==> config.mk <==
export PLATFORM = sky130hd
export DESIGN_NAME = a1_scaler_flat
export DESIGN_NICKNAME = d
export VERILOG_FILES = /design/src/rtl/a1_scaler_pkg.sv /design/src/rtl/a1_scaler_if.sv /design/src/rtl/a1_scaler_edge.sv /design/src/rtl/a1_scaler.sv /design/src/flat_wrapper.sv
export SDC_FILE = /design/constraint.sdc
export NUM_CORES = 1
export LEC_CHECK = 0
export CAP_MARGIN = 20
export CORE_UTILIZATION = 48
export DETAILED_ROUTE_END_ITERATION = 10
export GPL_TIMING_DRIVEN = 1
export PLACE_DENSITY = 0.89
export SYNTH_ARGS = -nofsm -noshare
export SYNTH_HDL_FRONTEND = slang
export SYNTH_SLANG_ARGS = --single-unit
==> constraint.sdc <==
create_clock -name SIM_CLK -period 2.4 [get_ports SIM_CLK]
set_clock_uncertainty 0.2 [all_clocks]
set_input_delay 0.48 -clock SIM_CLK [delete_from_list [all_inputs] [get_ports SIM_CLK]]
set_output_delay 0.48 -clock SIM_CLK [all_outputs]
set_load 0.01 [all_outputs]
==> src/rtl/a1_scaler_pkg.sv <==
// Shared definitions for the a1_scaler frequency divider: default sizes,
// the bit positions used to split the stage chain into the two snapshot
// channel words, and a helper that builds both words from one count value.
package a1_scaler_pkg;

    localparam int SCALER_STAGES = 32;
    localparam int SCALER_CH_W   = 14;

    // CH4 takes cnt[LO_TOP:0] under FS01; CH3 takes cnt[HI_TOP:HI_LO].
    localparam int LO_TOP = 12;
    localparam int HI_LO  = 13;
    localparam int HI_TOP = 26;

    typedef struct packed {
        logic [SCALER_CH_W-1:0] hi;   // FS28..FS15
        logic [SCALER_CH_W-1:0] lo;   // FS14..FS01
    } snap_t;

    // Both channel words come from the same count value, so they can never tear.
    function automatic snap_t pack_snapshot(input logic [HI_TOP:0] low_cnt,
                                            input logic            fs01);
        snap_t s;
        s.lo = {low_cnt[LO_TOP:0], fs01};
        s.hi = low_cnt[HI_TOP:HI_LO];
        return s;
    endfunction

endpackage

==> src/rtl/a1_scaler_if.sv <==
// Signal bundle between the timer/consumers and the a1_scaler.
// The master side drives FS01 and the control strobes; the scaler is the slave.
interface a1_scaler_if
    import a1_scaler_pkg::*;
#(
    parameter int STAGES = SCALER_STAGES,
    parameter int CH_W   = SCALER_CH_W
);
    logic              FS01;
    logic              SNAP;
    logic              SCLOAD;
    logic [STAGES-1:0] SCDATA;
    logic [STAGES-1:0] FS;
    logic [STAGES-1:0] FA;
    logic [STAGES-1:0] FB;
    logic [CH_W-1:0]   CH3;
    logic [CH_W-1:0]   CH4;
    logic              SNAPV;

    modport master (
        output FS01, SNAP, SCLOAD, SCDATA,
        input  FS, FA, FB, CH3, CH4, SNAPV
    );

    modport slave (
        input  FS01, SNAP, SCLOAD, SCDATA,
        output FS, FA, FB, CH3, CH4, SNAPV
    );

endinterface

==> src/rtl/a1_scaler_edge.sv <==
// FS01 sampling register and falling-event detect. A fall is seen when the
// registered level is 1 and the live FS01 is 0; the event only feeds the
// count register in the parent, so no input reaches an output unregistered.
module a1_scaler_edge (
    input  logic clk,
    input  logic rst_n,
    input  logic fs01_i,
    output logic fs01_q,
    output logic fall_o
);

    logic fs01_d;

    // Next value of the FS01 sampling register.
    always_comb begin
        fs01_d = fs01_i;
    end

    // FS01 sampling register; clears on reset so a low FS01 at release is not a fall.
    always_ff @(posedge clk or negedge rst_n) begin
        if (!rst_n) begin
            fs01_q <= 1'b0;
        end else begin
            // NOTE: non-blocking so every flop samples pre-edge values regardless of process order.
            fs01_q <= fs01_d;
        end
    end

    assign fall_o = fs01_q & ~fs01_i;

endmodule

==> src/rtl/a1_scaler.sv <==
// Binary scaler chain driven by the timer's FS01 square wave. The chain of
// divide-by-two stages is collapsed into one counter that advances on each
// FS01 fall; per-stage rise/fall strobes come from comparing the next count
// against the current one. A snapshot path captures the low 27 stages plus
// FS01 into two channel words in a single cycle for the I/O read path.
module a1_scaler
    import a1_scaler_pkg::*;
#(
    parameter int STAGES = SCALER_STAGES,
    parameter int CH_W   = SCALER_CH_W
) (
    input  logic         SIM_CLK,
    input  logic         RESET_,
    a1_scaler_if.slave   bus
);

    logic              fs01_q;
    logic              fall;

    logic [STAGES-1:0] cnt_d,   cnt_q;
    logic [STAGES-1:0] fa_d,    fa_q;
    logic [STAGES-1:0] fb_d,    fb_q;
    snap_t             snap_d,  snap_q;
    logic              snapv_d, snapv_q;

    a1_scaler_edge u_edge (
        .clk    (SIM_CLK),
        .rst_n  (RESET_),
        .fs01_i (bus.FS01),
        .fs01_q (fs01_q),
        .fall_o (fall)
    );

    // Next count (load beats increment), stage strobes and snapshot capture.
    always_comb begin
        // NOTE: every output gets a default first so no path leaves a value unassigned (no latches).
        cnt_d   = cnt_q;
        snap_d  = snap_q;
        snapv_d = bus.SNAP;

        if (bus.SCLOAD) begin
            cnt_d = bus.SCDATA;
        end else if (fall) begin
            cnt_d = cnt_q + 1'b1;
        end

        fa_d = cnt_d & ~cnt_q;
        fb_d = ~cnt_d & cnt_q;

        // Snapshot sees the count before this cycle's load or increment.
        if (bus.SNAP) begin
            snap_d = pack_snapshot(cnt_q[HI_TOP:0], fs01_q);
        end
    end

    // State register for the stage chain, strobes and snapshot words.
    always_ff @(posedge SIM_CLK or negedge RESET_) begin
        if (!RESET_) begin
            cnt_q   <= '0;
            fa_q    <= '0;
            fb_q    <= '0;
            // NOTE: the snapshot words are ordinary holding registers, not a memory, and must read 0 after reset.
            snap_q  <= '0;
            snapv_q <= 1'b0;
        end else begin
            cnt_q   <= cnt_d;
            fa_q    <= fa_d;
            fb_q    <= fb_d;
            snap_q  <= snap_d;
            snapv_q <= snapv_d;
        end
    end

    assign bus.FS    = cnt_q;
    assign bus.FA    = fa_q;
    assign bus.FB    = fb_q;
    assign bus.CH3   = snap_q.hi;
    assign bus.CH4   = snap_q.lo;
    assign bus.SNAPV = snapv_q;

endmodule

==> src/flat_wrapper.sv <==
// flat-port wrapper written by rule: the top's interface ports become plain ports
module a1_scaler_flat import a1_scaler_pkg::*;
#(
    parameter int STAGES = SCALER_STAGES,
    parameter int CH_W   = SCALER_CH_W
)
  (SIM_CLK, RESET_, bus_FS01, bus_SNAP, bus_SCLOAD, bus_SCDATA, bus_FS, bus_FA, bus_FB, bus_CH3, bus_CH4, bus_SNAPV);
  a1_scaler_if #(.STAGES(STAGES), .CH_W(CH_W)) bus_i ();
  input  logic SIM_CLK;
  input  logic RESET_;
  input wire logic [$bits(bus_i.FS01)-1:0] bus_FS01;
  input wire logic [$bits(bus_i.SNAP)-1:0] bus_SNAP;
  input wire logic [$bits(bus_i.SCLOAD)-1:0] bus_SCLOAD;
  input wire logic [$bits(bus_i.SCDATA)-1:0] bus_SCDATA;
  output wire logic [$bits(bus_i.FS)-1:0] bus_FS;
  output wire logic [$bits(bus_i.FA)-1:0] bus_FA;
  output wire logic [$bits(bus_i.FB)-1:0] bus_FB;
  output wire logic [$bits(bus_i.CH3)-1:0] bus_CH3;
  output wire logic [$bits(bus_i.CH4)-1:0] bus_CH4;
  output wire logic [$bits(bus_i.SNAPV)-1:0] bus_SNAPV;
  assign bus_i.FS01 = bus_FS01;
  assign bus_i.SNAP = bus_SNAP;
  assign bus_i.SCLOAD = bus_SCLOAD;
  assign bus_i.SCDATA = bus_SCDATA;
  assign bus_FS = bus_i.FS;
  assign bus_FA = bus_i.FA;
  assign bus_FB = bus_i.FB;
  assign bus_CH3 = bus_i.CH3;
  assign bus_CH4 = bus_i.CH4;
  assign bus_SNAPV = bus_i.SNAPV;
  a1_scaler #(.STAGES(STAGES), .CH_W(CH_W)) u_core (.SIM_CLK(SIM_CLK), .RESET_(RESET_), .bus(bus_i));
endmodule
==> results.tsv <==
stage	metric	value	unit
timing	Slew Limit Fails	0	
global_routing	vias in the first global route	4996	
clocking	H-tree Lvls	4	
timing	crit path time final	2340	ps
setup_path	CP Max Fanout	17	
floorplan	Initial Utilization	49.2	%
finish	area grow syn2layout	48.5	%
drt	routed len/inst	18.5	um
setup_path	CP top delay family	simple AND/OR/NAND/NOR gates	
placement	IO Port Bufs	161	
power_and_ir_drop	P_int	4.78	mW
floorplan	Die ar.	12100	um2
clocking	Num CTS Buffers	17	
floorplan	io pins	162	
drt	Routed Wire Length	15700	um
power_and_ir_drop	Clock power frac	43.3	%
power_and_ir_drop	Pwr Total	6.33	mW
logic_synthesis	warnings from Yosys	0	
power_and_ir_drop	Reg power frac	38.5	%
drt	vias per inst	5.69	
global_routing	first-pass GRT wire length	24700	um
timing	FMAX	426	MHz
drt	residual DRC count	0	
finish	Antenna Cells	0	
hold_path	Hold Crit Class	in2reg	
drt	DRT Pass-1 Iters	5	
power_and_ir_drop	sw frac	24.5	%
timing	Tcrit/Tclk final	97.7	%
placement	Cells after DPL	818	
power_and_ir_drop	net switching power	1.55	mW
floorplan	Die Height	110	um
drt	Initial DRC Count	303	
status	status	complete, no violations	
floorplan	Die Span X	110	um
clocking	Clock Tree Buf Depth	2	
setup_path	Worst Path Arrival	2470	ps
logic_synthesis	Top FF cell, synth	dfrtp_1	
timing	Setup-failing EPs final	0	
finish	cell area after layout	8340	um2
timing	RSZ-0062 raised after global routing	no	
setup_path	CP Cell Sequence	clkdlybuf4s50_1 -> nand3b_2 -> or3_4 -> buf_12 -> or4b_1 -> a21oi_1	
clocking	Worst-path clk slew	50	ps
logic_synthesis	Post-Synthesis Cells	502	
drt	Via Count	4840	
logic_synthesis	synthesized area	5620	um2
setup_path	Buf+Inv Stages, Crit Path	2	
setup_path	crit path kind	in2reg	
logic_synthesis	fraction of registers with async set/reset	100	%
setup_path	CP required	2530	ps
global_routing	pin count of the biggest net entering global routing	127	
timing	final worst slack	55.1	ps
finish	storage element area	3150	um2
setup_path	setup slack, reg-to-reg	200	ps
global_routing	Overflow after GRT	0	
logic_synthesis	synthesis-stage register bit count	126	
global_routing	initial antenna violation count	0	
finish	commonest non-fill, non-tap cell in the layout	clkdlybuf4s50_1	
power_and_ir_drop	Combinational Power Share	18.2	%
placement	pre-CTS WS	-402	ps
finish	commonest cells after routing, fill and taps aside	clkdlybuf4s50_1, dfrtp_1, nand2_1, buf_4, mux2_2	
finish	# fillers	767	
logic_synthesis	top cells by area, synth	dfrtp_1, mux2_2, nand2_1, o31a_1, a21oi_1	
floorplan	FP Rows	39	
logic_synthesis	sequential-to-total area share from yosys stat	56.1	%
finish	layout cells sized above 1	18.7	%
logic_synthesis	Post-Syn Nets	540	
setup_path	CP max stage delay	510	ps
placement	placer congestion estimate	0.787	
setup_path	crit start category	primary input	
finish	Final Util	73.1	%
power_and_ir_drop	Pwr Density	759	nW/um2
drt	post-route ant nets	0	
power_and_ir_drop	Leak	3.46	nW
logic_synthesis	post-synth top area cell	dfrtp_1	
timing	final hold violation count	0	
global_routing	GRT Util Overall	27.1	%
clocking	root buf cell	clkbuf_16	
timing	headroom to the max-slew limit	52.7	%
clocking	CTS sink cnt	126	
finish	area of the multi-input gates	2270	um2
power_and_ir_drop	worst vdd ir	511	uV
logic_synthesis	synth unique cells	49	
finish	NumNets Final	733	
placement	DPL Wire Length	10600	um
floorplan	Placeable Area	11400	um2
clocking	CTS tree	done	
finish	Post-Layout Cell Count	850	
placement	dpl cell area	7680	um2
setup_path	Critical Path Slowest Stage Cell	or4b_1	
logic_synthesis	top cell type's share of synthesized area	56.1	%
clocking	clock latency on the worst-skew pair	410	ps
timing	Least-Margin Pin Slew	710	ps
setup_path	critical path endpoint category	flip-flop	
job	Max Cap Viol	0	
logic_synthesis	EDFF count, synth	0	
logic_synthesis	Mean Syn Cell Area	11.2	um2
-- path summary, 6_finish.rpt --
kind / start / end / cells after the start
hold / removal: bus_SCLOAD / u_core.bus.FA[29] / 3
setup reg to reg: u_core.bus.FS[5] / u_core.bus.FS[15] / 5
max in group asynchronous: RESET_ / u_core.bus.FB[18] / 3
setup / recovery: bus_FS01 / u_core.bus.FA[24] / 6
hold reg to reg: u_core.bus.CH3[1] / u_core.bus.CH3[1] / 1
min in group asynchronous: RESET_ / u_core.bus.CH3[7] / 3
-- worst register-to-register path, delay by kind of cell, from the launching register on --
kind | cells | cell delay [ps]
flip-flops | 1 | 460
AND/OR/NAND/NOR | 3 | 1090
buffers and inverters | 1 | 180
AO/OA/AOI/OAI | 1 | 180
-- what timing repair did --
item | 4_1_cts | 5_1_grt
endpoints found under the hold margin | 101 | 0
endpoints found under the setup margin | 0 | 4
hold buffers | 1 | 0
gates resized for setup | 0 | 3
buffers inserted | 0 | 0
-- cell families after synthesis --
family / synth area share (%)
flops: 56.1
simple gates: 18.6
mux: 6.35
buf+inv: 3.61
compound gates: 13.1
fa+ha+maj: 0.223
xor+xnor: 2.03
-- sequential cells by signal (all words and copies together) (netlist names) --
| name | count |
|---|---|
| u_core.bus.SNAPV | 1 |
| u_core.bus.FS | 32 |
| u_core.u_edge.fs01_q | 1 |
| u_core.bus.CH3 | 14 |
| u_core.bus.CH4 | 14 |
| u_core.bus.FB | 32 |
| u_core.bus.FA | 32 |
-- layout make-up --
type / count / area share (%)
Timing Repair Buffer: 212 / 24.8
Tap cell: 143 / 2.14
Sequential cell: 126 / 37.8
Multi-Input combinational cell: 331 / 27.3
Inverter: 7 / 0.315
Clock inverter: 10 / 1.92
Clock buffer: 21 / 5.76
-- layer usage --
metal  up-vias  global-route usage [%]  wire (um)
met1      2414                    32.5       6280
met5         -                       0          0
met4         0                    9.77        218
li1       2200                       -          -
met3        23                    7.47       1090
met2       203                    46.7       8140
-- metrics by stage --
stage	hold slack, ps	TNS (ps)
3_5_place_dp	291	-7140
5_1_grt	244	0
6_report	247	0
4_1_cts	221	0
3_3_place_gp	288	-4590
2_1_floorplan	-15.6	0
-- synth_stat cells (2+ instances only) --
cell type	instances
nand4_2	2
and2_1	5
and4_1	7
a21boi_0	19
inv_1	7
nand3_1	15
nand4_1	9
a21oi_1	29
xor2_1	5
nand2_1	44
buf_1	4
nand2b_1	23
or3_1	6
o31ai_1	4
a31oi_1	6
clkbuf_1	17
xnor2_1	8
o31a_1	18
buf_6	2
or4_4	5
dfrtp_1	126
nor3_1	7
a21boi_2	5
nor4_1	16
a21oi_2	2
nor2_1	21
nor2b_1	4
a311oi_1	2
o21ai_0	6
mux2_2	29
o21a_1	4
a21boi_1	4
or4b_1	2
or4_1	6
buf_2	14
a211oi_1	2
and3_1	3
mux2i_1	3
-- power by group through the flow --
stage	Combinational, mW	Clock, mW	Sequential, mW
floorplan	0.373	0	2.55
global placement	1.11	0	2.45
detailed placement	1.14	0	2.47
CTS	1.16	2.78	2.44
global route	1.24	2.89	2.46
finish	1.15	2.74	2.44
Power figures use the tool's default switching activity.
